## src/rtl/sram_fifo_pkg.sv

```systemverilog
// Shared defaults and helpers for the SRAM-backed FIFO controller.
package sram_fifo_pkg;

  localparam int unsigned DEFAULT_BITS       = 32;
  localparam int unsigned DEFAULT_WORD_DEPTH = 384;
  localparam int unsigned DEFAULT_ADDR_WIDTH = 9;
  localparam int unsigned MASK_W             = DEFAULT_BITS / 8;

  // Depth need not be a power of two, so wrap explicitly at depth-1.
  function automatic int unsigned ptr_inc(input int unsigned ptr, input int unsigned depth);
    return (ptr == depth - 1) ? 0 : ptr + 1;
  endfunction

endpackage

```

## src/rtl/sram_fifo_outbuf.sv

```systemverilog
// Two-entry output buffer absorbing the macro's registered read latency.
module sram_fifo_outbuf
  import sram_fifo_pkg::*;
#(
  parameter int unsigned BITS = DEFAULT_BITS
) (
  input  logic            sys_clk,
  input  logic            sys_rst,
  input  logic            cap,
  input  logic [BITS-1:0] cap_data,
  input  logic            pop,
  output logic            out_valid,
  output logic [BITS-1:0] out_data,
  output logic [1:0]      ob_cnt
);

  logic [BITS-1:0] ent0, ent1;

  assign out_valid = (ob_cnt != 2'd0);
  assign out_data  = ent0;

  // ent0 is always the head; a pop shifts ent1 forward.
  always_ff @(posedge sys_clk or posedge sys_rst) begin
    if (sys_rst) begin
      ob_cnt <= '0;
      ent0   <= '0;
      ent1   <= '0;
    end else begin
      case ({cap, pop})
        2'b10: begin
          if (ob_cnt == 2'd0) ent0 <= cap_data;
          else                ent1 <= cap_data;
          ob_cnt <= ob_cnt + 2'd1;
        end
        2'b01: begin
          ent0   <= ent1;
          ob_cnt <= ob_cnt - 2'd1;
        end
        2'b11: begin
          if (ob_cnt == 2'd2) begin
            ent0 <= ent1;
            ent1 <= cap_data;
          end else begin
            ent0 <= cap_data;
          end
        end
        default: ;
      endcase
    end
  end

endmodule

```

## src/rtl/sram_fifo_ctrl.sv

```systemverilog
// FIFO controller driving a 1rw1r fakeram macro: writes via rw0, reads via r0.
module sram_fifo_ctrl
  import sram_fifo_pkg::*;
#(
  parameter int unsigned BITS       = DEFAULT_BITS,
  parameter int unsigned WORD_DEPTH = DEFAULT_WORD_DEPTH,
  parameter int unsigned ADDR_WIDTH = DEFAULT_ADDR_WIDTH
) (
  input  logic                  sys_clk,
  input  logic                  sys_rst,
  input  logic                  in_valid,
  output logic                  in_ready,
  input  logic [BITS-1:0]       in_data,
  output logic                  out_valid,
  input  logic                  out_ready,
  output logic [BITS-1:0]       out_data,
  output logic [ADDR_WIDTH:0]   level,
  output logic                  ram_rw0_ce,
  output logic                  ram_rw0_we,
  output logic [ADDR_WIDTH-1:0] ram_rw0_addr,
  output logic [BITS-1:0]       ram_rw0_wd,
  output logic [BITS/8-1:0]     ram_rw0_wmask,
  input  logic [BITS-1:0]       ram_rw0_rd,
  output logic                  ram_r0_ce,
  output logic [ADDR_WIDTH-1:0] ram_r0_addr,
  input  logic [BITS-1:0]       ram_r0_rd
);

  localparam int unsigned         LW    = ADDR_WIDTH + 1;
  localparam logic [ADDR_WIDTH:0] DEPTH = LW'(WORD_DEPTH);

  logic [ADDR_WIDTH-1:0] wr_ptr, rd_ptr;
  logic [ADDR_WIDTH:0]   mem_cnt;
  logic                  inflight;
  logic [1:0]            ob_cnt;
  logic [1:0]            occ;
  logic                  push, pop, issue;
  logic                  unused_rw0_rd;

  assign unused_rw0_rd = ^ram_rw0_rd;

  assign in_ready = !sys_rst && (level < DEPTH);
  assign push     = in_valid & in_ready;
  assign pop      = out_valid & out_ready;

  // A read may be issued into a full pipeline when a pop frees a slot this cycle.
  assign occ   = ob_cnt + {1'b0, inflight};
  assign issue = (mem_cnt != '0) && ((occ < 2'd2) || ((occ == 2'd2) && pop));

  assign ram_rw0_ce    = push;
  assign ram_rw0_we    = push;
  assign ram_rw0_addr  = wr_ptr;
  assign ram_rw0_wd    = in_data;
  assign ram_rw0_wmask = '1;
  assign ram_r0_ce     = issue;
  assign ram_r0_addr   = rd_ptr;

  always_ff @(posedge sys_clk or posedge sys_rst) begin
    if (sys_rst) begin
      wr_ptr   <= '0;
      rd_ptr   <= '0;
      mem_cnt  <= '0;
      inflight <= 1'b0;
      level    <= '0;
    end else begin
      if (push) wr_ptr <= ADDR_WIDTH'(ptr_inc(32'(wr_ptr), WORD_DEPTH));
      if (issue) rd_ptr <= ADDR_WIDTH'(ptr_inc(32'(rd_ptr), WORD_DEPTH));
      if (push && !issue)      mem_cnt <= mem_cnt + LW'(1);
      else if (!push && issue) mem_cnt <= mem_cnt - LW'(1);
      inflight <= issue;
      // Tracks mem_cnt + inflight + ob_cnt; internal moves cancel out.
      if (push && !pop)      level <= level + LW'(1);
      else if (!push && pop) level <= level - LW'(1);
    end
  end

  sram_fifo_outbuf #(.BITS(BITS)) u_outbuf (
    .sys_clk   (sys_clk),
    .sys_rst   (sys_rst),
    .cap       (inflight),
    .cap_data  (ram_r0_rd),
    .pop       (pop),
    .out_valid (out_valid),
    .out_data  (out_data),
    .ob_cnt    (ob_cnt)
  );

endmodule

```

## config.mk

```make
export PLATFORM = sky130hd
export DESIGN_NAME = sram_fifo_ctrl
export DESIGN_NICKNAME = d
export VERILOG_FILES = /design/src/rtl/sram_fifo_pkg.sv /design/src/rtl/sram_fifo_outbuf.sv /design/src/rtl/sram_fifo_ctrl.sv
export SDC_FILE = /design/constraint.sdc
export NUM_CORES = 1
export LEC_CHECK = 0
export CORE_UTILIZATION = 45
export DETAILED_ROUTE_END_ITERATION = 8
export GPL_ROUTABILITY_DRIVEN = 0
export PLACE_DENSITY_LB_ADDON = 0.08
export REMOVE_ABC_BUFFERS = 1
export SETUP_SLACK_MARGIN = 0.4
export SLEW_MARGIN = 10
export SYNTH_ARGS = -nofsm -noshare
export SYNTH_HDL_FRONTEND = slang
export SYNTH_SLANG_ARGS = --single-unit
```

## constraint.sdc

```tcl
create_clock -name sys_clk -period 3.9 [get_ports sys_clk]
set_input_delay 0.39 -clock sys_clk [delete_from_list [all_inputs] [get_ports sys_clk]]
set_output_delay 0.39 -clock sys_clk [all_outputs]
set_load 0.03 [all_outputs]
```

**Word-level counts from Yosys, hierarchy flattened**

Index checks and enable logic that the tools add are counted.

- Muxes and demuxes: 13
- Reductions and logical operators: 22
- $add $sub $neg: 9
- Equal/unequal tests: 10
- Bitwise logic cells: 2
- Shifts and indexed selects: 0
- Divide/modulo/power cells: 0
- Order comparisons: 2
- Multipliers: 0

Operators by type and width:

| cell | count |
|---|---|
| 32-bit 2-to-1 mux | 4 |
| 32-bit one-hot mux with 3 select lines | 1 |
| 32-bit one-hot mux with 2 select lines | 1 |
| 10-bit 2-to-1 mux | 4 |
| 10-bit by 1-bit adder with 10-bit output, second input constant | 2 |
| 10-bit by 1-bit subtractor with 10-bit output, second input constant | 2 |
| 9-bit by 1-bit adder with 9-bit output, second input constant | 2 |
| 9-bit == test, second input constant | 2 |
| 9-bit 2-to-1 mux | 2 |
| 10-bit by 9-bit less-than comparator with 1-bit output, second input constant | 1 |
| 10-bit nonzero test | 1 |
| 2-bit nonzero test | 5 |
| 2-bit == test, second input constant | 4 |
| 1-bit logical AND | 7 |
| 1-bit zero test | 4 |
| 2-bit by 1-bit != test with 1-bit output, second input constant | 2 |
| 2-bit one-hot mux with 2 select lines | 1 |
| 3-bit AND reduction | 1 |
| 3-bit nonzero test | 1 |
| 2-bit by 1-bit adder with 2-bit output | 1 |
| 2-bit by 1-bit adder with 2-bit output, second input constant | 1 |
| 1-bit bitwise AND | 2 |
| 2-bit by 1-bit == test with 1-bit output, second input constant | 1 |
| 2-bit zero test | 1 |
| 5 further kinds | 5 |

- Bits in latches: 0
- Word-level logic and storage cells: 66
- Output and inout port bits: 101
- Memories: 0
- Memory bits (writable): 0
- Bits in read-only memories: 0
- Register bits: 105

**Depth between registers and ports, before layout**

Gate-level depths: netlist of the first run.

- Depth after elaboration: 8
- Depth in mapped cells: 13
- Mapped depth without buffers: 13

**Cells and area by module**

A second synthesis of the first run with hierarchy kept.

- Cell total of the unflattened synthesis: 532
- Area, all modules: 5,850.6 µm²

By module, submodules not included:

| module | instances | area an instance (µm²) | cells an instance |
|---|---|---|---|
| sram_fifo_outbuf | 1 | 3,161.8 | 239 |
| sram_fifo_ctrl | 1 | 2,688.8 | 293 |

**Worst setup path before layout of the first run**

No wires, ideal clock.

- Path type: register to register
- Start point: register level[8]
- End point: register level[9]
- Data required time: 3.766 ns
- Period minus slack after synthesis: 3.903 ns
- Path buffers: 0
- Stages on the path, launching flop included: 13
- Arrival time: 3.770 ns
- Setup slack: -0.003 ns
- Cell sequence: dfrtp_1 -> a211oi_1 -> nand2_1 -> inv_2 -> ha_1 -> inv_1 -> ha_1 -> a21oi_1 -> nor2_1 -> a311o_1 -> a31oi_1 -> mux2i_1 -> xnor2_1

- Longest elaborated chain between the ends: 6
- Elaborated cells between the ends (all ways): 11
- Classes of those cells: add/sub: 2; order compare: 1; mux: 2; bitwise: 1; reduce/logical: 5

Ends and longest elaborated chain:

| item | RTL line | RTL |
|---|---|---|
| start: declaration | sram_fifo_ctrl.sv:17 | `output logic [ADDR_WIDTH:0] level,` |
| start signal: assignment | sram_fifo_ctrl.sv:72 | `if (push && !pop) level <= level + LW'(1);` |
| start signal: assignment | sram_fifo_ctrl.sv:73 | `else if (!push && pop) level <= level - LW'(1);` |
| 10-bit by 9-bit less-than comparator with 1-bit output (*) | sram_fifo_ctrl.sv:42 | `assign in_ready = !sys_rst && (level < DEPTH);` |
| 1-bit logical AND (*) | sram_fifo_ctrl.sv:42 |  |
| via in_ready | sram_fifo_ctrl.sv:12 | `output logic in_ready,` |
| 1-bit bitwise AND (*) | sram_fifo_ctrl.sv:43 | `assign push = in_valid & in_ready;` |
| via ram_rw0_ce | sram_fifo_ctrl.sv:18 | `output logic ram_rw0_ce,` |
| 1-bit zero test | sram_fifo_ctrl.sv:73 |  |
| 1-bit logical AND | sram_fifo_ctrl.sv:73 |  |
| 2-bit nonzero test (no source line) | - |  |

Mark *: on every way through the listed nets, which the timed path passes. The rest lies on a longest branch. The select of a mux whose other input is x is not followed.
A chain may end at the register's enable or synchronous reset.

**Final worst setup path of the first run**

- Start point: register mem_cnt[0]
- End point: register mem_cnt[9]

- Longest elaborated chain between the ends: 5
- Elaborated cells between the ends (all ways): 10
- Classes of those cells: add/sub: 2; mux: 2; reduce/logical: 6

Ends and longest elaborated chain:

| item | RTL line | RTL |
|---|---|---|
| start: declaration | sram_fifo_ctrl.sv:33 | `logic [ADDR_WIDTH:0] mem_cnt;` |
| start signal: assignment | sram_fifo_ctrl.sv:68 | `if (push && !issue) mem_cnt <= mem_cnt + LW'(1);` |
| start signal: assignment | sram_fifo_ctrl.sv:69 | `else if (!push && issue) mem_cnt <= mem_cnt - LW'(1);` |
| branches (longest 5 deep; another with 10-bit by 1-bit subtractor with 10-bit output) | - |  |

Parallel ways; which one is timed is not known. The select of a mux whose other input is x is not followed.

==> summary.txt, run 1 <==
Status
  • Status: complete, but fails checks
  • Failing checks: design-rule violations

Power and ir drop
  • Power share of the sequential group: 0.303
  • Clock power frac: 0.143
  • Pwr/cell area: 983 mW/mm2
  • VDD IR max: 0.439 mV
  • Sw Pwr: 2.81 mW
  • Leakage: 2.90 nW
  • Internal power: 3.79 mW
  • Design Power: 6.60 mW
  • Logic pwr share: 0.554
  • Switch share: 0.426

Place
  • IO buf count: 100
  • Hpwl dp: 8870 um
  • Placed Cells: between 700 and 800

Synth
  • Most used DFF post-synth: dfrtp_1
  • Mapped Area: roughly 0.0054 mm2
  • Synthesized flop and latch total: approximately 110
  • Register area share after synthesis: 0.483
  • Yosys Warn Count: 0
  • Post-synthesis cell type count: 46
  • Async SR Flop Fraction: 1.00
  • Cells after synthesis: between 500 and 600
  • Number of synthesized flops with an enable pin: 0
  • Syn_area_per_cell: 10.5 um2

Worst setup path
  • Reg2Reg Launch Point: mem_cnt[0]
  • Worst r2r dst: mem_cnt[9]
  • Worst R2R Setup Slack: 0.56 ns
  • CP endpoint kind: register
  • Startpoint types: register
  • CP Class: reg2reg
  • Crit path arrival time: 3.60 ns
  • FF-to-FF path depth: 12
  • Worst Path Max Fanout: 9
  • Req. time, crit path: between 4 and 5 ns

Die
  • Placement Rows: 39
  • Chip height: approximately 110 um
  • Chip width: 112 um
  • Die area: 0.0125 mm2
  • I/O Pins: 201
  • CORE AREA: approximately 0.012 mm2
  • Initial Utilization: 0.468

Clock network
  • Root buf cell: clkbuf_16
  • Clk_lat worst skew: 0.34 ns
  • CTS Buf Count: 9
  • CTS tree: done
  • Clock Pin Slew Worst Setup and Hold Paths: about 0.07 ns
  • H-tree Lvls: 3
  • Clock sinks: roughly 110
  • Clock Path Buffers: 2

Finish
  • Area Growth Syn to Fin: 23.5%
  • Layout cell share with drive strength beyond 1: 0.101
  • Nets: 715
  • Filler instances: ~1.0k
  • Inserted Diodes: 0
  • Final std cells w/o fill: 737
  • Fin util: 0.578

STA
  • Worst Skew: 0.00630 ns
  • Hold Slack: 0.481 ns
  • Final Setup Violations: 0
  • RSZ-0062 raised after global routing: false
  • Final hold vios: 0
  • Relative slew margins: 0.309
  • Minimum clock period: 3.34 ns
  • Fmax: between 200 and 300 MHz
  • Final number of max-transition violations: 0
  • Period utilisation layout: 0.857
  • Worst Max-Slew Pin Slew: 1.04 ns

Hold path
  • Hold Crit Depth: 2
  • Hold_sp: u_outbuf.out_data[3]
  • HP Class: reg2reg
  • Worst Hold End: u_outbuf.out_data[3]

Run
  • Max-cap violations: 0

Routing
  • ANT nets after route: 0
  • Post-route DRC: 10
  • Final wirelength: around 13000 um
  • First-pass detailed-route iteration total: 6
  • Via count: between 3k and 4k
  • Vias per inst: 5.38
  • Drt initial violations: 193
  • WL per Instance: 17.2 um

Global route
  • First-pass GRT wire length: 20200 um
  • Largest net degree at the start of global routing: 84
  • GRT Total Usage: 0.208
  • Vias in the first global route: 3931
  • Initial antenna violation count: 0
  • Total gr overflow: 0
==> state kept, by name, indices dropped and copies added (netlist names) <==
name and cells:
u_outbuf.ent1 32, u_outbuf.out_data 32, level 10, mem_cnt 10
ram_r0_addr 9, ram_rw0_addr 9, u_outbuf.ob_cnt 2, inflight 1
==> worst max path at each step <==
stage / start / end / slack (ns) / cells after the start
global placement: out_ready / mem_cnt[7] / 0.31 / 13
floorplan: u_outbuf.ob_cnt[0] / u_outbuf.ent1[10] / -0.36 / 7
global route: mem_cnt[0] / mem_cnt[9] / 0.41 / 12
CTS: inflight / mem_cnt[7] / 0.41 / 13
detailed placement: out_ready / mem_cnt[7] / 0.24 / 13
finish: mem_cnt[0] / mem_cnt[9] / 0.56 / 12
==> synthesized netlist by cell type, drive strengths merged (2+ instances only) <==
cell,count,area share
a31oi,3,0.0035
a211oi,3,0.0041
a21boi,2,0.0028
and3,7,0.0081
nand2,69,0.048
nand4,8,0.012
nor2b,4,0.0046
buf,44,0.058
inv,19,0.014
nor3b,2,0.0028
or4,3,0.0048
mux2,33,0.069
o21ai,50,0.046
o21a,8,0.011
nor2,15,0.011
dfrtp,105,0.48
a21oi,12,0.011
a21o,7,0.0097
nor3,8,0.0074
nand3,5,0.0046
fa,2,0.0074
a22oi,32,0.044
mux2i,6,0.011
a311o,2,0.0055
nand2b,3,0.0035
xor2,4,0.0064
clkbuf,13,0.0090
o31ai,7,0.0097
xnor2,14,0.023
ha,24,0.055
==> through the flow <==
step	setup TNS (ns)	area [um2]	setup WS, ns
after floorplan	-10.20	5080	-0.359
final	0	6720	0.557
after global placement	0	6380	0.307
after detailed placement	0	6380	0.240
after CTS	0	6690	0.405
after global routing	0	6720	0.405
==> worst max-delay path: stages, from the launching register on <==
cell     delay (ns)
dfrtp_1        0.42
or4_4          0.56
nor4_4         0.23
a311o_4        0.20
ha_1           0.28
inv_4          0.09
ha_1           0.34
a21o_1         0.18
a21oi_1        0.18
nand2_1        0.10
a31oi_1        0.27
mux2i_1        0.26
xnor2_1        0.15
==> kinds of logic (layout without fill, tap and decap cells) <==
family | after synthesis | count (layout) | share of synthesized area
flip-flops | 105 | 105 | 0.483
adder cells (fa/ha/maj) | 26 | 26 | 0.0626
XOR/XNOR | 18 | 18 | 0.0290
multiplexers | 39 | 39 | 0.0801
buffers and inverters | 76 | 147 | 0.0801
AO/OA/AOI/OAI | 128 | 128 | 0.151
AND/OR/NAND/NOR | 127 | 127 | 0.113
other | 1 | 4 | 0.000690
==> power groups by stage <==
stage	logic [mW]	clock network [mW]	registers [mW]
floorplan	1.99	0	2.46
global placement	3.57	0	1.99
detailed placement	3.64	0	2.02
CTS	3.66	0.978	2.00
global route	4.01	1.02	2.07
finish	3.66	0.946	2.00
==> layout by cell type, fill, tap and decap left out, types with 5 or more instances in the layout <==
cell / count
dfrtp_1: 103
clkdlybuf4s50_1: 100
nand2_1: 69
o21ai_1: 36
a22oi_1: 32
ha_1: 24
mux2_1: 19
o21ai_0: 14
xnor2_1: 14
nor2_1: 13
mux2_2: 13
inv_1: 12
buf_4: 12
a21oi_1: 11
clkbuf_16: 9
o21a_1: 8
nor3_1: 8
o31ai_1: 7
and3_1: 7
a21o_1: 7
nand4_1: 7
mux2i_1: 5
nand3_1: 5
==> layout make-up <==
cell class / count / area (um2) / share of cell area
sequential: 105 / 2630 / 0.392
multi-input combinational: 342 / 2420 / 0.361
timing repair buffer: 112 / 1090 / 0.162
clock buffer: 10 / 229 / 0.0341
tap: 143 / 179 / 0.0266
clock inverter: 6 / 82.6 / 0.0123
inverter: 19 / 78.8 / 0.0117
==> per-layer routing <==
layer,vias to the layer above,track usage,share of wire
met5,-,0.0392,0.0045
met4,2,0.0486,0.0035
met3,6,0.0822,0.090
met2,128,0.301,0.43
met1,1897,0.287,0.48
li1,1932,-,-
==> repair_timing <==
item | CTS | global route
setup buffers | 0 | 2
hold buffers | 0 | 0
gates resized for setup | 1 | 6
endpoints found under the setup margin | 2 | 5
Power figures use the tool's default switching activity.
==> inputs of run 2 (changes only) <==
CORE_UTILIZATION = 46   (was 45)
CTS_BUF_LIST = sky130_fd_sc_hd__clkbuf_8   (was default)
==> run 2 against run 1 <==
  * The flow now finishes without violations
  * Clock skew about the same
  * Global-route usage up 1.4 points
  * Critical path depth is the same
  * Maximum frequency up 1.7%
  * Die area is 2.1% lower
  * Clock-buffer cell count is 3 higher
  * Hold slack improved by 0.0077 ns
  * Power down 4.3%
  * Via count grew 2.1%
  * Combinational power hardly changed
  * Design area down 1.5%
  * Largest cell class unchanged
==> summary.txt, run 2 (synthesized netlist as in run 1, its figures left out) <==
Routing
  • Post-route DRC: 0 (was 10)
  • Via count: 4049 (was 3965)
  • First-pass detailed-route iteration total: 4 (was 6)
  • ANT nets after route: 0 (unchanged)
  • WL per Instance: 17.7 um (was 17.2 um)
  • Final wirelength: 13000 um (was 12600 um)
  • Drt initial violations: 119 (was 193)
  • Vias per inst: 5.50 (was 5.38)

Global route
  • Vias in the first global route: 4060 (was 3931)
  • Total gr overflow: 0 (unchanged)
  • GRT Total Usage: 0.221 (was 0.208)
  • Initial antenna violation count: 0 (unchanged)
  • Largest net degree at the start of global routing: 106 (was 84)
  • First-pass GRT wire length: 21200 um (was 20200 um)

Power and ir drop
  • Pwr/cell area: 956 mW/mm2 (was 983 mW/mm2)
  • Design Power: 6.32 mW (was 6.60 mW)
  • Leakage: 2.85 nW (was 2.90 nW)
  • VDD IR max: 0.435 mV (was 0.439 mV)

STA
  • Final worst slack: 0.614 ns (was 0.557 ns)
  • Minimum clock period: 3.29 ns (was 3.34 ns)
  • Final Setup Violations: 0 (unchanged)
  • Worst Skew: 0.00667 ns (was 0.00630 ns)
  • Fmax: 304 MHz (was 299 MHz)
  • Worst Max-Slew Pin Slew: 0.605 ns (was 1.04 ns)
  • Final hold vios: 0 (unchanged)
  • RSZ-0062 raised after global routing: false (unchanged)
  • Final number of max-transition violations: 0 (unchanged)
  • Period utilisation layout: 0.842 (was 0.857)
  • Relative slew margins: 0.596 (was 0.309)

Die
  • CORE AREA: 0.0115 mm2 (was 0.0116 mm2)
  • Chip height: 111 um (was 112 um)
  • Placement Rows: 39 (unchanged)
  • I/O Pins: 201 (unchanged)
  • Chip width: 111 um (was 112 um)
  • Die area: 0.0123 mm2 (was 0.0125 mm2)
  • Initial Utilization: 0.474 (was 0.468)

Clock network
  • Clock sinks: 105 (unchanged)
  • Clk_lat worst skew: 0.36 ns (was 0.34 ns)
  • Root buf cell: clkbuf_8 (was clkbuf_16)
  • Clock Path Buffers: 2 (unchanged)
  • CTS tree: done (unchanged)
  • H-tree Lvls: 3 (unchanged)
  • Clock Pin Slew Worst Setup and Hold Paths: 0.10 ns (was 0.07 ns)
  • CTS Buf Count: 9 (unchanged)

Worst setup path
  • Worst R2R Setup Slack: 0.61 ns (was 0.56 ns)
  • CP endpoint kind: register (unchanged)
  • Top delay family on crit path: simple AND/OR/NAND/NOR gates (unchanged)
  • Critical-path cell list: or4_4, nor4_4, a311o_4, ha_1, inv_4, ha_1, a21o_1, a21oi_1, nand2_1, a31oi_2, mux2i_1, xnor2_1 (was or4_4, nor4_4, a311o_4, ha_1, inv_4, ha_1, a21o_1, a21oi_1, nand2_1, a31oi_1, mux2i_1, xnor2_1)
  • Startpoint types: register (unchanged)
  • CP Class: reg2reg (unchanged)
  • CP Buf/Inv Count: 1 (unchanged)
  • Req. time, crit path: 4.18 ns (was 4.15 ns)
  • CP peak stage delay: 0.57 ns (was 0.56 ns)
  • Crit path arrival time: 3.57 ns (was 3.60 ns)
  • Slowest stage cell, crit path: or4_4 (unchanged)
  • CP dominant cell by count: ha_1 (unchanged)
  • Worst Path Max Fanout: 9 (unchanged)

Place
  • Area after DPL: 0.00638 mm2 (about the same)
  • Dpl ws: 0.282 ns (was 0.240 ns)
  • IO buf count: 100 (unchanged)
  • Placed Cells: 717 (was 719)
  • Hpwl dp: 9140 um (was 8870 um)

Status
  • Status: complete, no violations (was complete, but fails checks)

Finish
  • Commonest cells after routing, fill and taps aside: 103 x dfrtp_1, 100 x clkdlybuf4s50_1, 69 x nand2_1, 36 x o21ai_1, 32 x a22oi_1 (unchanged)
  • Footprint of the multi-input gates: 0.00243 mm2 (was 0.00242 mm2)
  • Inserted Diodes: 0 (unchanged)
  • Nets: 714 (was 715)
  • Final std cells w/o fill: 736 (was 737)
  • Layout cell share with drive strength beyond 1: 0.101 (about the same)
  • Fin area: 0.00661 mm2 (was 0.00672 mm2)
  • Area Growth Syn to Fin: 21.7% (was 23.5%)
  • Seq. cell area: 0.00263 mm2 (unchanged)
  • Filler instances: 1008 (was 1037)
  • Commonest non-fill, non-tap cell in the layout: dfrtp_1 (unchanged)

Hold path
  • HP Class: reg2reg (unchanged)

Run
  • Max-cap violations: 0 (unchanged)
run 2: through the flow:
step / hold slack [ns] / TNS [ns] / util
finish: 0.488 / 0 / 0.577
detailed placement: 0.475 / 0 / 0.556
CTS: 0.498 / 0 / 0.574
floorplan: 0.459 / -10.20 / -
global placement: 0.464 / 0 / 0.556
global route: 0.509 / 0 / 0.577
run 2: path summary, 6_finish.rpt:
check	start	to	cells past startpoint
hold / removal	u_outbuf.out_data[5]	u_outbuf.out_data[5]	2
hold reg to reg	u_outbuf.out_data[5]	u_outbuf.out_data[5]	2
max in group asynchronous	sys_rst	inflight	3
min in group asynchronous	sys_rst	ram_rw0_addr[7]	3
setup / recovery	mem_cnt[0]	mem_cnt[9]	12
setup reg to reg	mem_cnt[0]	mem_cnt[9]	12
run 2: power by group:
part / internal, mW / total [mW] / switching (mW) / leakage, nW
Sequential: 1.63 / 1.99 / 0.365 / 1.27
Combinational: 1.59 / 3.66 / 2.07 / 1.48
Clock: 0.304 / 0.668 / 0.364 / 0.102
run 2: tightest hold or removal path, delay by kind of cell, from the launching register on:
kind | cells | cell delay (ns)
compound gates | 1 | 0.06
flops | 1 | 0.35
simple gates | 1 | 0.05
run 2: metal layers:
metal / global-route usage / part of all wire / vias to the layer above
met5: 0.0417 / 0.0045 / -
met2: 0.319 / 0.43 / 128
met4: 0.0533 / 0.0091 / 2
li1: - / - / 1937
met3: 0.102 / 0.093 / 10
met1: 0.299 / 0.47 / 1972
run 2: timing repair:
action                                  CTS  global route
cloned                                    0             0
endpoints found under the setup margin    2             5
resized for setup                         1             6
buffers inserted                          0             3
hold buffers                              0             0
run 2: cell type report:
cell class                 count  share of cell area
clock buffer                  13              0.0271
multi-input combinational    342               0.367
clock inverter                 3             0.00322
timing repair buffer         111               0.166
inverter                      19              0.0119
sequential                   105               0.398
tap                          143              0.0271
